<file path="src/rtl/sdr_lb_initiator.sv">
// Local-bus initiator for the SDR SDRAM controller: issues one burst at a time,
// streams write data from a FWFT source, captures read data and flags done/timeout.
module sdr_lb_initiator #(
  parameter int unsigned SDRAM_RASIZE = 31,
  parameter int unsigned DW           = 16,
  parameter int unsigned TIMEOUT      = 1023
) (
  input  logic                    CLK,
  input  logic                    RESET_N,
  input  logic                    CMD_VALID,
  output logic                    CMD_READY,
  input  logic                    CMD_RNW,
  input  logic [SDRAM_RASIZE-1:0] CMD_ADDR,
  input  logic [3:0]              CMD_BSIZE,
  input  logic                    CMD_AUTOPCH,
  input  logic [DW-1:0]           WD_IN,
  output logic                    WD_POP,
  input  logic [DW-1:0]           DQ_IN,
  output logic [DW-1:0]           DQ_OUT,
  output logic [DW-1:0]           RD_OUT,
  output logic                    RD_PUSH,
  output logic [SDRAM_RASIZE-1:0] RADDR,
  output logic                    R_REQ,
  output logic                    W_REQ,
  output logic [3:0]              B_SIZE,
  output logic                    AUTO_PCH,
  input  logic                    RW_ACK,
  input  logic                    D_REQ,
  input  logic                    W_VALID,
  input  logic                    R_VALID,
  output logic                    DONE,
  output logic                    ERR
);

  typedef enum logic [1:0] {StIdle, StReq, StWdata, StRdata} state_e;

  localparam logic [15:0] TimeoutLast = 16'(TIMEOUT - 1);

  state_e                  state_q, state_d;
  logic [SDRAM_RASIZE-1:0] raddr_q, raddr_d;
  logic [3:0]              bsize_q, bsize_d;
  logic                    autopch_q, autopch_d;
  logic                    rreq_q, rreq_d, wreq_q, wreq_d;
  logic [DW-1:0]           dq_out_q, dq_out_d, rd_out_q, rd_out_d;
  logic                    rd_push_q, rd_push_d, done_q, done_d, err_q, err_d;
  logic [3:0]              popped_q, popped_d, beats_q, beats_d;
  logic [15:0]             idle_cnt_q, idle_cnt_d;
  logic                    accept, wd_pop, progress;

  function automatic logic [3:0] sat_inc(input logic [3:0] v);
    return (v == 4'hF) ? v : v + 4'd1;
  endfunction

  // Gating on done_q defers a new command issued alongside DONE by one cycle.
  assign CMD_READY = (state_q == StIdle) && !done_q;
  assign accept    = CMD_VALID && CMD_READY;
  assign wd_pop    = (state_q == StWdata) && D_REQ && (popped_q < bsize_q);
  assign progress  = (state_q != StIdle) && (RW_ACK || wd_pop || W_VALID || R_VALID);

  always_comb begin
    state_d    = state_q;
    raddr_d    = raddr_q;
    bsize_d    = bsize_q;
    autopch_d  = autopch_q;
    rreq_d     = rreq_q;
    wreq_d     = wreq_q;
    dq_out_d   = dq_out_q;
    rd_out_d   = rd_out_q;
    rd_push_d  = 1'b0;
    done_d     = 1'b0;
    err_d      = 1'b0;
    popped_d   = popped_q;
    beats_d    = beats_q;
    idle_cnt_d = idle_cnt_q;

    unique case (state_q)
      StIdle: begin
        if (accept) begin
          if (CMD_BSIZE == 4'd0) begin
            err_d = 1'b1;
          end else begin
            raddr_d   = CMD_ADDR;
            bsize_d   = CMD_BSIZE;
            autopch_d = CMD_AUTOPCH;
            rreq_d    = CMD_RNW;
            wreq_d    = !CMD_RNW;
            popped_d  = 4'd0;
            beats_d   = 4'd0;
            state_d   = StReq;
          end
        end
      end
      StReq: begin
        if (RW_ACK) begin
          rreq_d  = 1'b0;
          wreq_d  = 1'b0;
          state_d = rreq_q ? StRdata : StWdata;
        end
      end
      StWdata: begin
        if (wd_pop) begin
          dq_out_d = WD_IN;
          popped_d = sat_inc(popped_q);
        end
        if (W_VALID && (beats_q < bsize_q)) begin
          beats_d = sat_inc(beats_q);
          if ((beats_q + 4'd1) == bsize_q) begin
            done_d  = 1'b1;
            state_d = StIdle;
          end
        end
      end
      StRdata: begin
        if (R_VALID && (beats_q < bsize_q)) begin
          rd_out_d  = DQ_IN;
          rd_push_d = 1'b1;
          beats_d   = sat_inc(beats_q);
          if ((beats_q + 4'd1) == bsize_q) begin
            done_d  = 1'b1;
            state_d = StIdle;
          end
        end
      end
      default: state_d = StIdle;
    endcase

    // Stall watchdog: abort without DONE once TIMEOUT cycles pass with no progress.
    if ((state_q != StIdle) && !progress && (idle_cnt_q == TimeoutLast)) begin
      rreq_d  = 1'b0;
      wreq_d  = 1'b0;
      done_d  = 1'b0;
      err_d   = 1'b1;
      state_d = StIdle;
    end

    if ((state_q == StIdle) || (state_d != state_q) || progress) begin
      idle_cnt_d = 16'd0;
    end else if (idle_cnt_q != 16'hFFFF) begin
      idle_cnt_d = idle_cnt_q + 16'd1;
    end
  end

  always_ff @(posedge CLK or negedge RESET_N) begin
    if (!RESET_N) begin
      state_q    <= StIdle;
      raddr_q    <= '0;
      bsize_q    <= '0;
      autopch_q  <= 1'b0;
      rreq_q     <= 1'b0;
      wreq_q     <= 1'b0;
      dq_out_q   <= '0;
      rd_out_q   <= '0;
      rd_push_q  <= 1'b0;
      done_q     <= 1'b0;
      err_q      <= 1'b0;
      popped_q   <= '0;
      beats_q    <= '0;
      idle_cnt_q <= '0;
    end else begin
      state_q    <= state_d;
      raddr_q    <= raddr_d;
      bsize_q    <= bsize_d;
      autopch_q  <= autopch_d;
      rreq_q     <= rreq_d;
      wreq_q     <= wreq_d;
      dq_out_q   <= dq_out_d;
      rd_out_q   <= rd_out_d;
      rd_push_q  <= rd_push_d;
      done_q     <= done_d;
      err_q      <= err_d;
      popped_q   <= popped_d;
      beats_q    <= beats_d;
      idle_cnt_q <= idle_cnt_d;
    end
  end

  assign WD_POP   = wd_pop;
  assign DQ_OUT   = dq_out_q;
  assign RD_OUT   = rd_out_q;
  assign RD_PUSH  = rd_push_q;
  assign RADDR    = raddr_q;
  assign R_REQ    = rreq_q;
  assign W_REQ    = wreq_q;
  assign B_SIZE   = bsize_q;
  assign AUTO_PCH = autopch_q;
  assign DONE     = done_q;
  assign ERR      = err_q;

endmodule

</file>
<file path="config.mk">
export PLATFORM = sky130hd
export DESIGN_NAME = sdr_lb_initiator
export DESIGN_NICKNAME = d
export VERILOG_FILES = /design/src/rtl/sdr_lb_initiator.sv
export SDC_FILE = /design/constraint.sdc
export NUM_CORES = 1
export LEC_CHECK = 0
export ABC_AREA = 1
export BUFFER_PORTS_ARGS = -buffer_cell sky130_fd_sc_hd__buf_2
export CAP_MARGIN = 15
export CORE_ASPECT_RATIO = 0.8
export CORE_UTILIZATION = 40
export DETAILED_ROUTE_END_ITERATION = 8
export PLACE_DENSITY_LB_ADDON = 0.25
export REMOVE_ABC_BUFFERS = 1
export SLEW_MARGIN = 20
export SYNTH_ARGS = -nofsm -noshare
export SYNTH_HDL_FRONTEND = slang
export SYNTH_SLANG_ARGS = --single-unit
</file>
<file path="constraint.sdc">
create_clock -name CLK -period 2.2 [get_ports CLK]
set_input_delay 0.66 -clock CLK [delete_from_list [all_inputs] [get_ports CLK]]
set_output_delay 0.66 -clock CLK [all_outputs]
set_load 0.1 [all_outputs]
</file>
==> results of run 1 <==
## cell type report
cell class / count / area [sq um] / area share
Clock buffer: 9 / 225 / 0.0366
Clock inverter: 7 / 72.6 / 0.0118
Inverter: 40 / 153 / 0.0248
Multi-Input combinational cell: 398 / 1990 / 0.324
Sequential cell: 99 / 2480 / 0.404
Tap cell: 144 / 180 / 0.0293
Timing Repair Buffer: 175 / 1040 / 0.170
## flip-flops by register name, indices dropped and copies added (netlist names)
signal / cells
AUTO_PCH: 1
B_SIZE: 4
DONE: 1
DQ_OUT: 16
ERR: 1
RADDR: 31
RD_OUT: 16
RD_PUSH: 1
R_REQ: 1
W_REQ: 1
beats_q: 4
idle_cnt_q: 16
popped_q: 4
state_q: 2
## worst register-to-register path, cell delays in order, from the launching register on
cell and delay, ns:
dfrtp_1 0.41, inv_2 0.12, ha_4 0.22, nand2_2 0.05
inv_1 0.04, nand2_1 0.07, nand3_2 0.12, buf_4 0.17
buf_4 0.14, nand4_1 0.13, nand2_1 0.10, nand2_1 0.10
nand2_2 0.10, clkbuf_16 0.19, nor3_2 0.12
## layer usage
layer | wire (um) | up-vias
met1 | 4920 | 2003
li1 | - | 2095
met5 | 0 | -
met2 | 5430 | 132
met3 | 809 | 15
met4 | 201 | 0
## final timing paths
kind / from / endpoint / slack (ns) / depth (start not counted)
min: RESET_N / RADDR[19] / 0.27 / 1
max in group asynchronous: RESET_N / DQ_OUT[15] / 1.37 / 2
min in group CLK: RD_OUT[6] / RD_OUT[6] / 0.47 / 2
max reg2reg: B_SIZE[3] / idle_cnt_q[3] / 0.06 / 14
min reg2reg: RD_OUT[6] / RD_OUT[6] / 0.47 / 2
max: B_SIZE[3] / WD_POP / -0.06 / 8
## per-stage QoR
step                      TNS, ns  worst slack (ns)
after floorplan            -75.55             -1.62
after global placement          0             0.166
after detailed placement        0             0.153
after CTS                 -0.0680           -0.0680
after global routing       -0.423            -0.146
final                     -0.0631           -0.0631
## what timing repair did
item / CTS / global route
gates cloned: 0 / 1
setup endpoints to repair: 1 / 21
pin swaps: 1 / 11
gates resized for setup: 8 / 23
setup buffers: 4 / 5
hold buffers: 0 / 0
## kinds of logic after synthesis
kind of cell	count (synthesis)
AOI/OAI and AO/OA	34
adders and majority gates	11
DFF	99
and+or+nand+nor	346
buffers and inverters	55
xor gates and xnor gates	7
## cell usage in the layout (no fill, tap or decap), types with 2 or more instances in the layout
cell type,instances
buf_12,6
inv_1,34
clkinv_8,2
buf_2,147
inv_2,5
nand2_2,5
dfrtp_1,97
ha_4,5
clkbuf_16,10
nand4_1,7
dfrtp_2,2
nor3_1,9
inv_6,4
nor2_4,2
nor2_2,2
buf_4,20
nor3_2,16
xnor2_1,2
nand3_2,4
nor3b_1,2
o21ai_0,20
nand2_1,255
nand3_1,22
nand3b_1,3
xor2_1,5
a21oi_2,2
ha_1,6
a21oi_1,4
nor2_1,18
o21a_1,2
==> impl_results.rst, run 1 <==
.. list-table::
   :header-rows: 1

   * - Metric
     - Value
   * - Layout cell share with drive strength beyond 1
     - 0.324
   * - Final weighted congestion in routability-driven placement
     - around 0.89
   * - Final Max Tran Viols
     - 0
   * - Ratio of final minimum period to clock period
     - 1.03
   * - Total track usage
     - 0.199
   * - Layout net count
     - 810
   * - Largest stage delay on the critical path
     - roughly 0.4 ns
   * - Type of the most critical hold path
     - in2async
   * - Final Hold Viols
     - 0
   * - Row count
     - 34
   * - Number of placed instances, taps included
     - between 800 and 900
   * - Synth Area in Compound Gates
     - 0.0408
   * - Horiz. Die Dim
     - approximately 120 um
   * - Data arrival, critical path
     - about 1.6 ns
   * - Routed wire length per instance
     - approximately 13 um
   * - Crit-path slowest cell
     - dfrtp_1
   * - Routed via count divided by cell count
     - 4.87
   * - Clock root buffer
     - clkbuf_16
   * - Most Used Layer, Global Route
     - met2
   * - Finish-stage setup viols
     - 1
   * - Port bufs
     - 150
   * - Clock transition time at the flip-flop clock pins of the worst setup and hold paths
     - around 0.08 ns
   * - Worst Path Max Fanout
     - 4
   * - Vias after detailed routing
     - 4245
   * - TritonCTS clock tree
     - built
   * - H-tree depth reported by CTS
     - 3
   * - Initial core utilization
     - 0.416
   * - Post-synth top flop
     - dfrtp_1
   * - Post-synthesis cell type with the largest combined area
     - dfrtp_1
   * - Antenna viol nets, final
     - 0
   * - Number of distinct standard cells referenced by the synthesized netlist
     - 32
   * - Adder and majority gate portion of the synthesized area
     - 0.0301
   * - Later-pin clock latency in the skew report
     - between 0.3 and 0.4 ns
   * - Post-DP HPWL
     - 8180 um
   * - Largest net degree at the start of global routing
     - 37
   * - Total of warnings raised by yosys
     - 0
   * - Remaining Overflow, GRT
     - 0
   * - Layout overhead on the synthesized area
     - 34.5%
   * - Number of enable-type register cells in the synthesized netlist
     - 0
   * - Combinational family with the most area after synthesis
     - simple AND/OR/NAND/NOR gates
   * - Number of remaining DRC errors
     - 0
   * - Grt met3 use
     - 0.0657
   * - Total I/O pin count
     - approximately 150
   * - Wire length of the first global-routing pass
     - approximately 19000 um
   * - Number of antenna violations at the first check in global routing
     - 0
   * - Core box area
     - 0.0110 sq mm
   * - Number of violations of the max-capacitance limit
     - 0
   * - Result of the run
     - finished, violations left
   * - Yosys reg bits
     - 99
   * - Die height
     - about 98 um
   * - Peak Freq
     - about 440 MHz
   * - Most frequent cells after synthesis
     - 259 x nand2_1, 99 x dfrtp_1, 37 x inv_1, 25 x nand3_1, 22 x o21ai_0
   * - Synthesized cell area
     - about 0.0046 sq mm
   * - Design Area, Final
     - 0.00615 sq mm
   * - Dominant cells by area after synthesis
     - dfrtp_1 54%, nand2_1 21%, inv_1 3.0%
   * - DRT Wirelength
     - 11400 um
   * - Final core area utilization
     - 0.560
   * - Finished Layout Cells
     - 872
   * - Worst hold slack across all endpoints
     - between 0.2 and 0.3 ns
   * - Met1 usage
     - 0.252
   * - TritonCTS buffer count
     - 9
   * - Area share of the largest cell type after synthesis
     - 0.542
   * - Critical path required time
     - 1.54 ns
   * - Detailed-routing iteration count for the pre-antenna-repair pass
     - 4
   * - Slew headroom
     - 0.656
   * - Sequential share of the synthesized area
     - 0.542
   * - Critical Path Start Type
     - flop
   * - CP top delay family
     - buffers and inverters
   * - Failing checks
     - setup timing
   * - Count of mapped cells out of synthesis
     - between 500 and 600
   * - Share of synthesized cell area in and, or, nand and nor gates
     - 0.324
   * - DRT iter0 DRCs
     - roughly 200
   * - Measured slew at the worst slew-check pin
     - 0.516 ns
   * - Number of buffers on the longest clock path
     - 2
   * - Start-to-end type of the worst setup path
     - reg2out
   * - Fraction of synthesized cell area in xor and xnor cells
     - 0.0134
   * - Via count of the first global-routing pass
     - 4081
   * - Async SR Flop Fraction
     - 1.00
   * - Final WS setup
     - -0.0631 ns
   * - Share of cell area taken by muxes after synthesis
     - 0
   * - Skew final
     - 0.00724 ns
   * - Post-synthesis area per instance
     - 8.28 sq um
   * - Buffers & Inverters on Critical Path
     - 4
   * - Setup repair after global routing missed its margin
     - true
   * - Cell with the most instances after synthesis
     - nand2_1
   * - Filler Cell Count
     - between 1000 and 1500
   * - Shortest clock period the worst path allows after layout
     - between 2 and 2.5 ns
   * - Global routing met2 resource utilization
     - 0.316
   * - Cells along the critical path
     - inv_2 > ha_4 > nand2_2 > inv_1 > nand2_1 > nand3_2 > inv_4 > buf_12
   * - Count of antenna diodes in the layout
     - 0
   * - # clock sinks
     - 99
   * - Cell area after placement
     - between 0.005 and 0.006 sq mm
   * - Die area
     - 0.0119 sq mm
   * - Critical Path End Type
     - output pin
Power of run 1 is not shown: default switching activity piles up to over one toggle a cycle in this logic, so the estimate is an artifact.
==> run 2: changes to the inputs <==
- CTS_CLUSTER_SIZE: unset -> 20
- REMOVE_ABC_BUFFERS: 1 -> unset
- SKIP_CTS_REPAIR_TIMING: unset -> 1
==> run 2 against run 1 <==
Against the previous run: the flow still finishes with violations (setup timing); first-iteration DRC count rose by 45%; register-to-register slack improved by 0.02 ns; fmax fell by 3.6%; core utilization rose by 0.31 points; clock-buffer cell count rose by 3; clock skew rose by 0.0028 ns; sequential cell count did not move; global-route usage rose by 0.87 points; setup slack got worse by 0.086 ns; largest cell class unchanged; sequential share of layout area barely moved; critical path depth fell by 2.
==> impl_results.rst, run 2 (synthesis results as in run 1) <==
.. list-table::
   :header-rows: 1

   * - Metric
     - Value
   * - Result of the run
     - finished, violations left
   * - Failing checks
     - setup timing
   * - Most common cell after layout, fill and taps aside
     - nand2_1
   * - Finish-stage setup viols
     - 1 (unchanged)
   * - Via count of the first global-routing pass
     - 4013 (-1.7%)
   * - Final WS setup
     - -0.149 ns (-0.0857 ns)
   * - Post-DP HPWL
     - 8620 um (+5.4%)
   * - Final sum of negative setup slack
     - -0.149 ns (-0.0857 ns)
   * - Antenna viol nets, final
     - 0 (unchanged)
   * - # clock sinks
     - 99 (unchanged)
   * - Routed via count divided by cell count
     - 4.81 (-1.2%)
   * - Number of remaining DRC errors
     - 0 (unchanged)
   * - Horiz. Die Dim
     - 122 um (unchanged)
   * - Number of violations of the max-capacitance limit
     - 0 (unchanged)
   * - Worst Path Max Fanout
     - 4 (unchanged)
   * - Start-to-end type of the worst setup path
     - reg2out
   * - Slew headroom
     - 0.667 (+0.0109)
   * - Critical Path Start Type
     - flop
   * - TritonCTS clock tree
     - built
   * - Shortest clock period the worst path allows after layout
     - 2.35 ns (+0.0857 ns)
   * - H-tree depth reported by CTS
     - 3 (unchanged)
   * - Initial core utilization
     - 0.416 (unchanged)
   * - Ratio of final minimum period to clock period
     - 1.07 (+0.0390)
   * - Critical path required time
     - 1.54 ns (about the same)
   * - Largest stage delay on the critical path
     - 0.51 ns (+0.10 ns)
   * - Count of antenna diodes in the layout
     - 0 (unchanged)
   * - Die height
     - 97.6 um (unchanged)
   * - Setup slack, reg-to-reg
     - 0.08 ns (+0.02 ns)
   * - Flip-flop count of the largest register, all copies and words added
     - 31 (unchanged)
   * - Cells along the critical path
     - inv_6 > ha_4 > a21oi_4 > nand3_4 > clkinv_8 > buf_16
   * - Total nets after synthesis
     - roughly 640
   * - Port bufs
     - 150 (unchanged)
   * - Detailed-routing iteration count for the pre-antenna-repair pass
     - 5 (+1)
   * - Number of buffers on the longest clock path
     - 2 (unchanged)
   * - Commonest non-fill, non-tap cells in the layout
     - 252 x nand2_1, 147 x buf_2, 94 x dfrtp_1
   * - Peak Freq
     - 426 MHz (-3.6%)
   * - Setup repair after global routing missed its margin
     - true
   * - Crit-path slowest cell
     - dfrtp_4
   * - Data arrival, critical path
     - 1.69 ns (+0.09 ns)
   * - Final Max Tran Viols
     - 0 (unchanged)
   * - Die area
     - 0.0119 sq mm (unchanged)
   * - Type of the most critical hold path
     - in2async
   * - Measured slew at the worst slew-check pin
     - 0.503 ns (-0.0130 ns)
   * - Wire length of the first global-routing pass
     - 19500 um (+5.1%)
   * - Final Hold Viols
     - 0 (unchanged)
   * - Routed wire length per instance
     - 13.7 um (+5.3%)
   * - Core box area
     - 0.0110 sq mm (unchanged)
   * - Remaining Overflow, GRT
     - 0 (unchanged)
   * - Largest net degree at the start of global routing
     - 39 (+5.4%)
   * - Critical Path End Type
     - output pin
   * - Clock root buffer
     - clkbuf_16
   * - Worst hold slack across all endpoints
     - 0.243 ns (-0.0290 ns)
   * - Row count
     - 34 (unchanged)
   * - Clock transition time at the flip-flop clock pins of the worst setup and hold paths
     - 0.07 ns (about the same)
   * - Finished Layout Cells
     - 872 (unchanged)
   * - Layout net count
     - 810 (unchanged)
   * - Later-pin clock latency in the skew report
     - 0.35 ns (about the same)
   * - Number of antenna violations at the first check in global routing
     - 0 (unchanged)
   * - Total track usage
     - 0.207 (+0.00871)
   * - Total I/O pin count
     - 151 (unchanged)
   * - Vias after detailed routing
     - 4195 (-1.2%)
   * - Number of placed instances, taps included
     - 845 (-0.12%)
   * - TritonCTS buffer count
     - 9 (unchanged)
   * - DRT iter0 DRCs
     - 284 (+45%)
   * - Layout cell share with drive strength beyond 1
     - 0.324 (unchanged)
   * - Layout overhead on the synthesized area
     - 35.2%
   * - Final weighted congestion in routability-driven placement
     - 0.850 (-4.0%)
   * - Skew final
     - 0.0100 ns (+0.00276 ns)
   * - DRT Wirelength
     - 12000 um (+5.3%)
==> run 2: cell count changes in the layout (fill, tap and decap cells not counted), sizes merged <==
cell / previous run / this run
clkbuf: 10 / 13
clkinv: 3 / 2
bufinv: 0 / 1
inv: 44 / 41
==> run 2: metrics by stage <==
step,setup WS (ns),util,instance area (sq um)
after floorplan,-0.0560,-,4670
after global placement,0.130,0.518,5680
after detailed placement,0.0635,0.518,5680
after CTS,-0.305,0.545,5990
after global routing,-0.195,0.563,6180
final,-0.149,0.563,6180
==> run 2: critical path: cells and delay by family, from the launching register on <==
| kind | cells | cell delay [ns] |
|---|---|---|
| AOI/OAI and AO/OA | 1 | 0.17 |
| DFF | 1 | 0.51 |
| and+or+nand+nor | 1 | 0.13 |
| buffers and inverters | 3 | 0.33 |
| adders and majority gates | 1 | 0.21 |
==> run 2: final cells by class <==
class / count / area [sq um]
Clock inverter: 4 / 56.3
Fill cell: 994 / 4800
Tap cell: 144 / 180
Multi-Input combinational cell: 398 / 1980
Clock buffer: 12 / 246
Inverter: 40 / 175
Timing Repair Buffer: 175 / 1050
Sequential cell: 99 / 2490
==> run 2: metal layers <==
| metal | GRT usage | wire length [um] |
|---|---|---|
| met5 | 0 | 0 |
| met4 | 0.0617 | 147 |
| met3 | 0.0423 | 618 |
| met2 | 0.332 | 5810 |
| met1 | 0.282 | 5390 |
==> run 2: worst paths after layout <==
path,endpoint,depth (start not counted),start
max in group asynchronous,B_SIZE[3],2,RESET_N
min reg2reg,RADDR[10],2,RADDR[10]
max,WD_POP,6,B_SIZE[3]
min in group CLK,RADDR[10],2,RADDR[10]
max reg2reg,idle_cnt_q[6],16,B_SIZE[2]
min,RADDR[11],1,RESET_N
Power of run 2 is left out for the same reason.
==> run 3: changes to the inputs <==
- PLACE_DENSITY: unset -> 0.68
- PLACE_DENSITY_LB_ADDON: 0.25 -> unset
- SETUP_SLACK_MARGIN: unset -> 0.3
==> run 3 against run 2 <==
Against the previous run: the flow still finishes with violations (setup timing); via count rose by 0.45%; sequential cell count did not move; global-route usage decreased by 0.91 points.
==> impl_results.rst, run 3 (synthesis results as in run 1) <==
.. list-table::
   :header-rows: 1

   * - Metric
     - Value
   * - Flip-flop count of the largest register, all copies and words added
     - 31 (unchanged)
   * - Detailed-routing iteration count for the pre-antenna-repair pass
     - 4 (-1)
   * - Global routing met2 resource utilization
     - 0.318 (-0.0140)
   * - H-tree depth reported by CTS
     - 3 (unchanged)
   * - Start-to-end type of the worst setup path
     - reg2out
   * - Total track usage
     - 0.198 (-0.00907)
   * - Later-pin clock latency in the skew report
     - 0.34 ns (about the same)
   * - CP top delay family
     - flip-flops
   * - Number of remaining DRC errors
     - 0 (unchanged)
   * - Critical Path End Type
     - output pin
   * - Cell area after placement
     - 0.00571 sq mm (+0.46%)
   * - Remaining Overflow, GRT
     - 0 (unchanged)
   * - Failing checks
     - setup timing
   * - Crit-path slowest cell
     - dfrtp_4
   * - Finished Layout Cells
     - 874 (+0.23%)
   * - Total nets after synthesis
     - 639 (unchanged)
   * - Finish-stage setup viols
     - 1 (unchanged)
   * - Core box area
     - 0.0110 sq mm (unchanged)
   * - Commonest non-fill, non-tap cells in the layout
     - 244 x nand2_1, 146 x buf_2, 91 x dfrtp_1
   * - Vias after detailed routing
     - 4214 (+0.45%)
   * - Peak Freq
     - 424 MHz (-0.49%)
   * - Buffers & Inverters on Critical Path
     - 3 (unchanged)
   * - Number of placed instances, taps included
     - 844 (-0.12%)
   * - Port bufs
     - 150 (unchanged)
   * - Worst Path Max Fanout
     - 4 (unchanged)
   * - Skew final
     - 0.00636 ns (-0.00364 ns)
   * - Die area
     - 0.0119 sq mm (unchanged)
   * - Clock transition time at the flip-flop clock pins of the worst setup and hold paths
     - 0.07 ns (about the same)
   * - Antenna viol nets, final
     - 0 (unchanged)
   * - Total I/O pin count
     - 151 (unchanged)
   * - Layout net count
     - 812 (+0.25%)
   * - Number of antenna violations at the first check in global routing
     - 0 (unchanged)
   * - Type of the most critical hold path
     - in2async
   * - Most Used Layer, Global Route
     - met2
   * - Final weighted congestion in routability-driven placement
     - 0.844 (-0.69%)
   * - Post-DP HPWL
     - 8260 um (-4.2%)
   * - Die height
     - 97.6 um (unchanged)
   * - Setup repair after global routing missed its margin
     - true
   * - Final WS setup
     - -0.160 ns (-0.0115 ns)
   * - Slew headroom
     - 0.662 (-0.00448)
   * - Largest net degree at the start of global routing
     - 60 (+54%)
   * - Routed wire length per instance
     - 13.5 um (-1.4%)
   * - Layout overhead on the synthesized area
     - 39.6%
   * - Worst hold slack across all endpoints
     - 0.190 ns (-0.0534 ns)
   * - Row count
     - 34 (unchanged)
   * - Critical path required time
     - 1.54 ns (about the same)
   * - Result of the run
     - finished, violations left
   * - Count of antenna diodes in the layout
     - 0 (unchanged)
   * - Initial core utilization
     - 0.416 (unchanged)
   * - Routed via count divided by cell count
     - 4.82 (+0.22%)
   * - Cells along the critical path
     - inv_4 > ha_4 > a21oi_4 > nand3_4 > clkinv_8 > buf_12
   * - Number of violations of the max-capacitance limit
     - 0 (unchanged)
   * - Wire length of the first global-routing pass
     - 18500 um (-5.1%)
   * - Measured slew at the worst slew-check pin
     - 0.510 ns (+0.00677 ns)
   * - Shortest clock period the worst path allows after layout
     - 2.36 ns (+0.0115 ns)
   * - Ratio of final minimum period to clock period
     - 1.07 (+0.00524)
   * - Clock root buffer
     - clkbuf_16
   * - Critical Path Start Type
     - flop
   * - Met1 usage
     - 0.254 (-0.0279)
   * - Largest stage delay on the critical path
     - 0.50 ns (about the same)
   * - Number of buffers on the longest clock path
     - 2 (unchanged)
   * - Final Max Tran Viols
     - 0 (unchanged)
   * - Final Hold Viols
     - 0 (unchanged)
   * - Most common cell after layout, fill and taps aside
     - nand2_1
   * - Via count of the first global-routing pass
     - 3922 (-2.3%)
   * - Horiz. Die Dim
     - 122 um (unchanged)
   * - Worst slack, placed
     - 0.0335 ns (-0.0300 ns)
   * - # clock sinks
     - 99 (unchanged)
   * - Data arrival, critical path
     - 1.70 ns (about the same)
   * - TritonCTS clock tree
     - built
   * - TritonCTS buffer count
     - 9 (unchanged)
   * - Layout cell share with drive strength beyond 1
     - 0.363 (+0.0388)
   * - Design Area, Final
     - 0.00638 sq mm (+3.2%)
   * - DRT iter0 DRCs
     - 189 (-33%)
   * - DRT Wirelength
     - 11800 um (-1.1%)
   * - Grt met3 use
     - 0.0528 (+0.0106)
run 3: cell types whose count changed in the layout (fill, tap and decap cells not counted), sizes merged:
cell,delta
clkinv,+1
inv,+1
clkinvlp,+2
clkbuf,-1
bufinv,-1
run 3: per-layer routing:
layer / share of wire / wire length (um)
met5: 0 / 0
met4: 0.021 / 243
met3: 0.055 / 645
met2: 0.49 / 5770
met1: 0.44 / 5170
run 3: stage by stage:
step / util / TNS [ns]
after floorplan: - / -0.208
after global placement: 0.520 / 0
after detailed placement: 0.520 / 0
after CTS: 0.546 / -0.284
after global routing: 0.581 / -2.07
final: 0.581 / -0.160
run 3: final cells by class:
cell class                 count  area [sq um]
timing repair buffer         177          1110
tap                          144           180
inverter                      40           180
sequential                    99          2500
multi-input combinational    398          2130
clock inverter                 7          60.1
clock buffer                   9           225
fill                         986          4600
run 3: path summary, 6_finish.rpt:
check / from / end / slack, ns / cells past startpoint
setup / recovery: B_SIZE[3] / WD_POP / -0.16 / 6
hold / removal: RESET_N / beats_q[2] / 0.19 / 1
setup reg to reg: B_SIZE[1] / idle_cnt_q[0] / 0.01 / 16
hold reg to reg: RADDR[7] / RADDR[7] / 0.47 / 2
max in group asynchronous: RESET_N / B_SIZE[1] / 1.38 / 2
min in group CLK: RADDR[7] / RADDR[7] / 0.47 / 2
Power of run 3 is left out for the same reason.
